[src/rtl/rr_arb_pkg.sv]
// Shared constants and state encoding for the round-robin one-hot arbiter.
// Optional feature macro used by the arbiter: RR_ARB_LOCK_EN (burst lock).
package rr_arb_pkg;

  localparam int NUM_REQ = 8;
  localparam int IDX_W   = 3;

  typedef enum logic {
    IDLE  = 1'b0,
    GRANT = 1'b1
  } state_t;

  localparam logic [NUM_REQ-1:0] ONEHOT_ZERO = 8'h00;

endpackage

[src/rtl/rr_pick.sv]
// Combinational round-robin pick: rotate req so ptr sits at bit 0,
// take the lowest set bit, then rotate the result back.
module rr_pick
  import rr_arb_pkg::*;
(
  input  logic [NUM_REQ-1:0] req,
  input  logic [IDX_W-1:0]   ptr,
  output logic [NUM_REQ-1:0] pick_onehot,
  output logic [IDX_W-1:0]   pick_idx,
  output logic               pick_any
);

  logic [2*NUM_REQ-1:0] dbl;
  logic [NUM_REQ-1:0]   rot;
  logic [IDX_W-1:0]     rot_idx;

  always_comb begin
    dbl     = {req, req} >> ptr;
    rot     = dbl[NUM_REQ-1:0];
    rot_idx = '0;
    // Scan downward so the lowest set bit of the rotated vector wins.
    for (int i = NUM_REQ - 1; i >= 0; i--) begin
      if (rot[i]) rot_idx = IDX_W'(i);
    end
    pick_any    = |req;
    pick_idx    = rot_idx + ptr;
    pick_onehot = pick_any ? (NUM_REQ'(1) << pick_idx) : ONEHOT_ZERO;
  end

endmodule

[src/rtl/rr_onehot_arbiter.sv]
// Round-robin arbiter over 8 requesters with a registered one-hot grant and
// valid/ready handshake. Define RR_ARB_LOCK_EN to add the burst-lock input.
module rr_onehot_arbiter
  import rr_arb_pkg::*;
(
  input  logic                clk,
  input  logic                rst_n,
  input  logic [NUM_REQ-1:0]  req,
  output logic [NUM_REQ-1:0]  grant_onehot,
  output logic                grant_valid,
  input  logic                grant_ready,
`ifdef RR_ARB_LOCK_EN
  input  logic                lock,
`endif
  output logic                busy
);

  state_t               state_q, state_d;
  logic [IDX_W-1:0]     ptr_q, ptr_d;
  logic [IDX_W-1:0]     idx_q, idx_d;
  logic [NUM_REQ-1:0]   grant_q, grant_d;

  logic                 handshake;
  logic                 hold_winner;
  logic [IDX_W-1:0]     ptr_adv;
  logic [IDX_W-1:0]     pick_ptr;
  logic [NUM_REQ-1:0]   pick_onehot;
  logic [IDX_W-1:0]     pick_idx;
  logic                 pick_any;

  assign handshake = (state_q == GRANT) && grant_ready;

`ifdef RR_ARB_LOCK_EN
  // Lock only holds priority while the current winner is still asking.
  assign hold_winner = lock && req[idx_q];
`else
  assign hold_winner = 1'b0;
`endif

  assign ptr_adv  = hold_winner ? idx_q : idx_q + IDX_W'(1);
  // On a handshake the re-arbitration must already see the advanced pointer.
  assign pick_ptr = handshake ? ptr_adv : ptr_q;

  rr_pick u_pick (
    .req         (req),
    .ptr         (pick_ptr),
    .pick_onehot (pick_onehot),
    .pick_idx    (pick_idx),
    .pick_any    (pick_any)
  );

  always_comb begin
    state_d = state_q;
    ptr_d   = ptr_q;
    idx_d   = idx_q;
    grant_d = grant_q;
    case (state_q)
      IDLE: begin
        if (pick_any) begin
          grant_d = pick_onehot;
          idx_d   = pick_idx;
          state_d = GRANT;
        end
      end
      GRANT: begin
        if (grant_ready) begin
          ptr_d = ptr_adv;
          if (pick_any) begin
            grant_d = pick_onehot;
            idx_d   = pick_idx;
          end else begin
            grant_d = ONEHOT_ZERO;
            state_d = IDLE;
          end
        end
      end
      default: begin
        grant_d = ONEHOT_ZERO;
        state_d = IDLE;
      end
    endcase
  end

  always_ff @(posedge clk) begin
    if (!rst_n) begin
      state_q <= IDLE;
      ptr_q   <= '0;
      idx_q   <= '0;
      grant_q <= ONEHOT_ZERO;
    end else begin
      state_q <= state_d;
      ptr_q   <= ptr_d;
      idx_q   <= idx_d;
      grant_q <= grant_d;
    end
  end

  assign grant_onehot = grant_q;
  assign grant_valid  = (state_q == GRANT);
  assign busy         = (state_q == GRANT);

endmodule

[config.mk]
export PLATFORM = sky130hd
export DESIGN_NAME = rr_onehot_arbiter
export DESIGN_NICKNAME = d
export VERILOG_FILES = /design/src/rtl/rr_arb_pkg.sv /design/src/rtl/rr_pick.sv /design/src/rtl/rr_onehot_arbiter.sv
export SDC_FILE = /design/constraint.sdc
export NUM_CORES = 1
export LEC_CHECK = 0
export BUFFER_PORTS_ARGS = -buffer_cell sky130_fd_sc_hd__buf_2
export CAP_MARGIN = 20
export CORE_MARGIN = 1.5
export CORE_UTILIZATION = 61
export CTS_BUF_LIST = sky130_fd_sc_hd__clkbuf_16
export DETAILED_ROUTE_END_ITERATION = 12
export PLACE_DENSITY = 0.91
export RECOVER_POWER = 100
export SYNTH_ARGS = -nofsm -noshare
export SYNTH_HDL_FRONTEND = slang
export SYNTH_SLANG_ARGS = --single-unit
[constraint.sdc]
create_clock -name clk -period 7.5 [get_ports clk]
set_clock_uncertainty 0.1 [all_clocks]
set_input_delay 0.375 -clock clk [delete_from_list [all_inputs] [get_ports clk]]
set_output_delay 0.375 -clock clk [all_outputs]
set_load 0.03 [all_outputs]
After elaboration in Yosys (flattened, before gate mapping)
Index checks and enable logic that the tools add are counted.

Output and inout port bits: 10. Logic and storage cells: 34. Flip-flop bits (word level): 15.

Shift operators: 2. Bitwise gates (word level): 1. Equality and inequality tests: 2. $add $sub $neg: 2. Muxes and demuxes: 19. Reduce and logical (&&, ||, !) cells: 4.

Operator list (count): 2-to-1 mux 3 bit (11); 2-to-1 mux 8 bit (3); one-hot mux 8 bit (2 select lines) (1); >> shifter 16 x 3 -> 8 bit (1); OR reduction 8 bit (1); left shift 1 x 3 -> 8 bit (first input constant) (1); one-hot mux 3 bit (2 select lines) (1); inequality test 2 bit (second input constant) (2); AND reduction 2 bit (2); adder 3 x 1 -> 3 bit (second input constant) (1); adder 3 bit (1); 2-to-1 mux 1 bit (2); one-hot mux 1 bit (2 select lines) (1); logical AND 1 bit (1); inverter 1 bit (1).

Longest topological paths before layout
Depth in word-level cells: 16. Depth in mapped cells: 17. Mapped depth without buffers: 15.

Modules after synthesis
A second synthesis with hierarchy kept.

Cells, all modules: 151. Area total of the unflattened synthesis: 1437.6 um2.

By module, submodules not included: rr_pick (times used 1, area each 798.3 um2, seq. area each 0.0 um2, cells an instance 82); rr_onehot_arbiter (times used 1, area each 639.4 um2, seq. area each 300.3 um2, cells an instance 69).

Least setup slack after synthesis
Ideal clock, no wire load.

Path type: reg-to-reg. From: register state_q (netlist: busy). To: register idx_q[2]. Cell stages (with the launch flop): 17. Arrival time: 3.544 ns. Path buffers: 2. Setup slack: 3.740 ns. Setup time: 0.116 ns. Clock period less this slack: 3.760 ns. Path through: dfxtp_1 buf_6 a21oi_1 a31oi_2 buf_4 nor3_1 a211o_1 a221oi_1 o211ai_1 a31oi_1 ha_1 inv_1 fa_1 xnor2_1 and2_1 o2111ai_1 o211a_1.

Longest elaborated chain between the ends: 15. Elaborated cells between the ends (all ways): 17.

Ends and longest elaborated chain: from (decl) (RTL line rr_onehot_arbiter.sv:18) `state_t state_q, state_d;`; from (signal assigned) (RTL line rr_onehot_arbiter.sv:91) `state_q <= state_d;`; logical AND 1 bit (RTL line rr_onehot_arbiter.sv:31) `assign handshake = (state_q == GRANT) && grant_ready;`; 2-to-1 mux 3 bit (RTL line rr_onehot_arbiter.sv:42) `assign pick_ptr = handshake ? ptr_adv : ptr_q;`; >> shifter 16 x 3 -> 8 bit (RTL line rr_pick.sv:18) `dbl = {req, req} >> ptr;`; 2-to-1 mux 3 bit (8 in series) (RTL line rr_pick.sv:23) `if (rot[i]) rot_idx = IDX_W'(i);`; adder 3 bit (RTL line rr_pick.sv:26) `pick_idx = rot_idx + ptr;`; 2-to-1 mux 3 bit (RTL line rr_onehot_arbiter.sv:59, rr_onehot_arbiter.sv:68); 2-to-1 mux 3 bit (RTL line rr_onehot_arbiter.sv:66) `if (grant_ready) begin`; one-hot mux 3 bit (2 select lines) (RTL line rr_onehot_arbiter.sv:57) `case (state_q)`; to (signal assigned) (RTL line rr_onehot_arbiter.sv:93) `idx_q <= idx_d;`; to (decl) (RTL line rr_onehot_arbiter.sv:20) `logic [IDX_W-1:0] idx_q, idx_d;`.

Several ways; a longest one is shown, not always the timed one. The select of a mux whose other input is x is not followed. A chain may end at the register's enable or synchronous reset.

Final worst setup path
From: register state_q (netlist: busy). To: register grant_q[2] (netlist: grant_onehot[2]).

Longest elaborated chain between the ends: 16. Elaborated cells between the ends (all ways): 21.

Ends and longest elaborated chain: logical AND 1 bit (RTL line rr_onehot_arbiter.sv:31); 2-to-1 mux 3 bit (RTL line rr_onehot_arbiter.sv:42); >> shifter 16 x 3 -> 8 bit (RTL line rr_pick.sv:18); 2-to-1 mux 3 bit (8 in series) (RTL line rr_pick.sv:23); adder 3 bit (RTL line rr_pick.sv:26); left shift 1 x 3 -> 8 bit (RTL line rr_pick.sv:27) `pick_onehot = pick_any ? (NUM_REQ'(1) << pick_idx) : ONEHOT_ZERO;`; 2-to-1 mux 8 bit (RTL line rr_onehot_arbiter.sv:68) `if (pick_any) begin`; 2-to-1 mux 8 bit (RTL line rr_onehot_arbiter.sv:66); one-hot mux 8 bit (2 select lines) (RTL line rr_onehot_arbiter.sv:57); to (signal assigned) (RTL line rr_onehot_arbiter.sv:94) `grant_q <= grant_d;`; to (decl) (RTL line rr_onehot_arbiter.sv:21) `logic [NUM_REQ-1:0] grant_q, grant_d;`.

Several ways; a longest one is shown, not always the timed one. The select of a mux whose other input is x is not followed.

==> impl_metrics.csv <==
group,metric,value,unit
setup_path,critPathMaxFanout,13,
synthesis,yosysTopAreaCell,"dfxtp_1",
route,routedWlPerCell,16.7,um
setup_path,worst-path-buf-inv,0,
cts,cts_max_level,1,
final_layout,diodes,0,
sta,rsz0062_at_grt,"no",
global_route,antenna_found_initial,0,
power_and_ir_drop,combPwrFrac,56.1,%
global_route,grt_max_degree,14,
place,gp_congestion,0.965,
power_and_ir_drop,p_int,0.264,mW
setup_path,end_kind,"flip-flop",
place,dpl.hpwl,2580,um
power_and_ir_drop,power_density,315,nW/um^2
route,drc_errors,0,
sta,max-slew-margin-rel,18.9,%
global_route,grt_pass1_vias,1360,
setup_path,crit_arrival,4.80,ns
floorplan,core,2210,um^2
synthesis,synth_edf_count,0,
floorplan,ios,21,
sta,hold_viol,0,
setup_path,crit_path_start_kind,"flip-flop",
synthesis,yosys-top-cells-area,"dfxtp_1 (21%), nand2_1 (5.5%), o2111ai_1 (5.5%)",
sta,setup-violations-final,0,
route,drtIter0Drc,45,
synthesis,synth_warnings,0,
setup_path,slowest_stage,"a2111oi_2",
cts,cts_hold_buffers,0,
cts,root_buffer,"clkbuf_16",
hold_path,worstHoldPathCells,2,
cts,clkLatencyLatePin,0.24,ns
outcome,status,"completed",
setup_path,crit_type,"reg2reg",
cts,cts_setup_buffers,0,
global_route,grtUsageTotal,30.2,%
power_and_ir_drop,finalPower,0.485,mW
floorplan,dieHeight,51.6,um
global_route,gr-total-overflow,0,
setup_path,worstPathRequired,7.56,ns
setup_path,slowest_delay,1.04,ns
sta,fin_crit,4.74,ns
power_and_ir_drop,power.net_switching,0.222,mW
synthesis,syn_area_per_cell,8.41,um^2
cts,clockBufferDepth,2,
setup_path,reg2reg_depth,10,
cts,cts_resized,0,
place,portBuffers,20,
final_layout,multi_input_area,1030,um^2
synthesis,seq_area_frac_synth,20.9,%
floorplan,die_w,51.6,um
route,firstDrtPassIters,4,
hold_path,hp-class,"in2reg",
final_layout,layout-drive-gt1-share,14.4,%
cts,cts_buffers,3,
power_and_ir_drop,pwr-share-seq,22.7,%
synthesis,yosysTopAreaCellShare,20.9,%
cts,path_clk_slew,0.05,ns
sta,slew_viol_final,0,
cts,clkSinkCount,15,
setup_path,cp_top_family,"compound AO/OA/AOI/OAI gates",
synthesis,synth-seq-cells,15,
power_and_ir_drop,total_leakage_power,0.557,nW
route,vias,1430,
synthesis,synth_nets,185,
synthesis,synth_cell_type_count,53,
floorplan,start_util,65.0,%
setup_path,cp.depth,10,
final_layout,n_fill_cell,196,
run,max_cap_violations,0,
power_and_ir_drop,clkPwrFrac,21.2,%
cts,cts_tree,"done",
global_route,grt_pass1_wl,6130,um
setup_path,path_cells,"a21oi_1 > a31oi_1 > mux2i_1 > a2111oi_2 > a21bo_2 > fa_1 > or3_1 > nor2_1 > o2111ai_1 > o211ai_1",
route,wirelength,3490,um
power_and_ir_drop,vdd_drop_max,0.000191,V
synthesis,synth_cells,171,
floorplan,die_area,2660,um^2
sta,worstMarginPinSlew,1.21,ns
sta,finalCritPeriodShare,63.3,%
synthesis,syn-cell-area,1440,um^2
final_layout,seq_area,300,um^2
final_layout,area_delta_synth_final,7.04,%
final_layout,nNetsFinal,196,
power_and_ir_drop,switching_share,45.7,%
setup_path,rrSetupSlack,2.76,ns
synthesis,ys.flop_type,"dfxtp_1",
floorplan,rows,17,
route,viasPerCell,6.84,
route,postRouteAntennaNets,0,
sta,max_freq,211,MHz
sta,timing.setup.tns,0,ns
synthesis,ys_async_sr_fraction,0,%
==> area by class of cell <==
cell class / instances / area share, %
Clock inverter: 1 / 0.325
Timing Repair Buffer: 20 / 5.61
Clock buffer: 3 / 4.87
Inverter: 2 / 0.487
Multi-Input combinational cell: 140 / 66.9
Tap cell: 28 / 2.27
Sequential cell: 15 / 19.5
==> power groups by stage <==
stage          clock network [mW]  registers [mW]  logic [mW]
2_1_floorplan                   0           0.132       0.203
5_1_grt                     0.107           0.112       0.299
3_3_place_gp                    0           0.110       0.264
6_report                    0.103           0.110       0.272
4_1_cts                     0.104           0.110       0.275
3_5_place_dp                    0           0.111       0.270
==> path summary, 6_finish.rpt <==
path | from | to
max | busy | grant_onehot[2]
min | rst_n | busy
max reg2reg | busy | grant_onehot[2]
min reg2reg | grant_onehot[4] | grant_onehot[4]
==> placed cells by master, fill, tap and decap left out, types with 4 or more instances in the layout <==
cell type,n
nand2_1,21
dfxtp_1,15
clkbuf_1,11
nor2_1,10
o211ai_1,9
o2111ai_1,9
buf_2,9
a211oi_1,8
nand3_1,7
a21oi_1,7
a211o_1,4
==> cells by family (layout without fill, tap and decap cells) <==
kind of cell | Yosys count | after routing | synth area share [%]
fa+ha+maj | 3 | 3 | 3.13
flops | 15 | 15 | 20.9
xor+xnor | 3 | 3 | 1.83
compound gates | 61 | 61 | 33.7
simple gates | 65 | 65 | 24.6
buf+inv | 16 | 26 | 7.04
mux | 8 | 8 | 8.78
==> layer usage <==
metal / track usage (%) / up-vias / routed length, um
li1: - / 692 / -
met1: 38.9 / 693 / 1490
met2: 53.6 / 39 / 1790
met3: 3.74 / 6 / 174
met4: 7.02 / 0 / 36
met5: 0 / - / 0
==> registers in the layout, indices dropped and copies added, names as in the netlist <==
name	cells
idx_q	3
ptr_q	3
busy	1
grant_onehot	8
==> metrics by stage <==
step	setup slack, ns	instances	util (%)	instance area [um^2]	hold WS (ns)
after CTS	3.09	209	70.5	1560	0.374
after floorplan	3.74	171	-	1440	0.376
after detailed placement	3.14	205	66.9	1480	0.365
after global routing	2.35	209	69.6	1540	0.389
after global placement	3.24	205	66.9	1480	0.351
final	2.76	209	69.6	1540	0.376
==> Yosys cell counts, types with 2 or more instances <==
master      n
nor4_1      2
a31o_2      2
xnor2_1     3
nor2_1     10
o21ai_0     3
nor3_1      3
mux4_2      2
mux2i_1     3
clkbuf_1    5
a211o_1     4
buf_2       3
nand2_1    21
a21boi_0    3
buf_6       4
dfxtp_1    15
nand3_1     7
o211a_1     3
nor2b_1     2
nand4_1     2
buf_4       2
nand4b_1    2
a211oi_1    8
ha_1        2
and3_1      3
a21oi_1     7
nor3b_1     2
and2_1      4
o21a_1      3
o211ai_1    9
o2111ai_1   9
(Power assumes the default switching activity.)
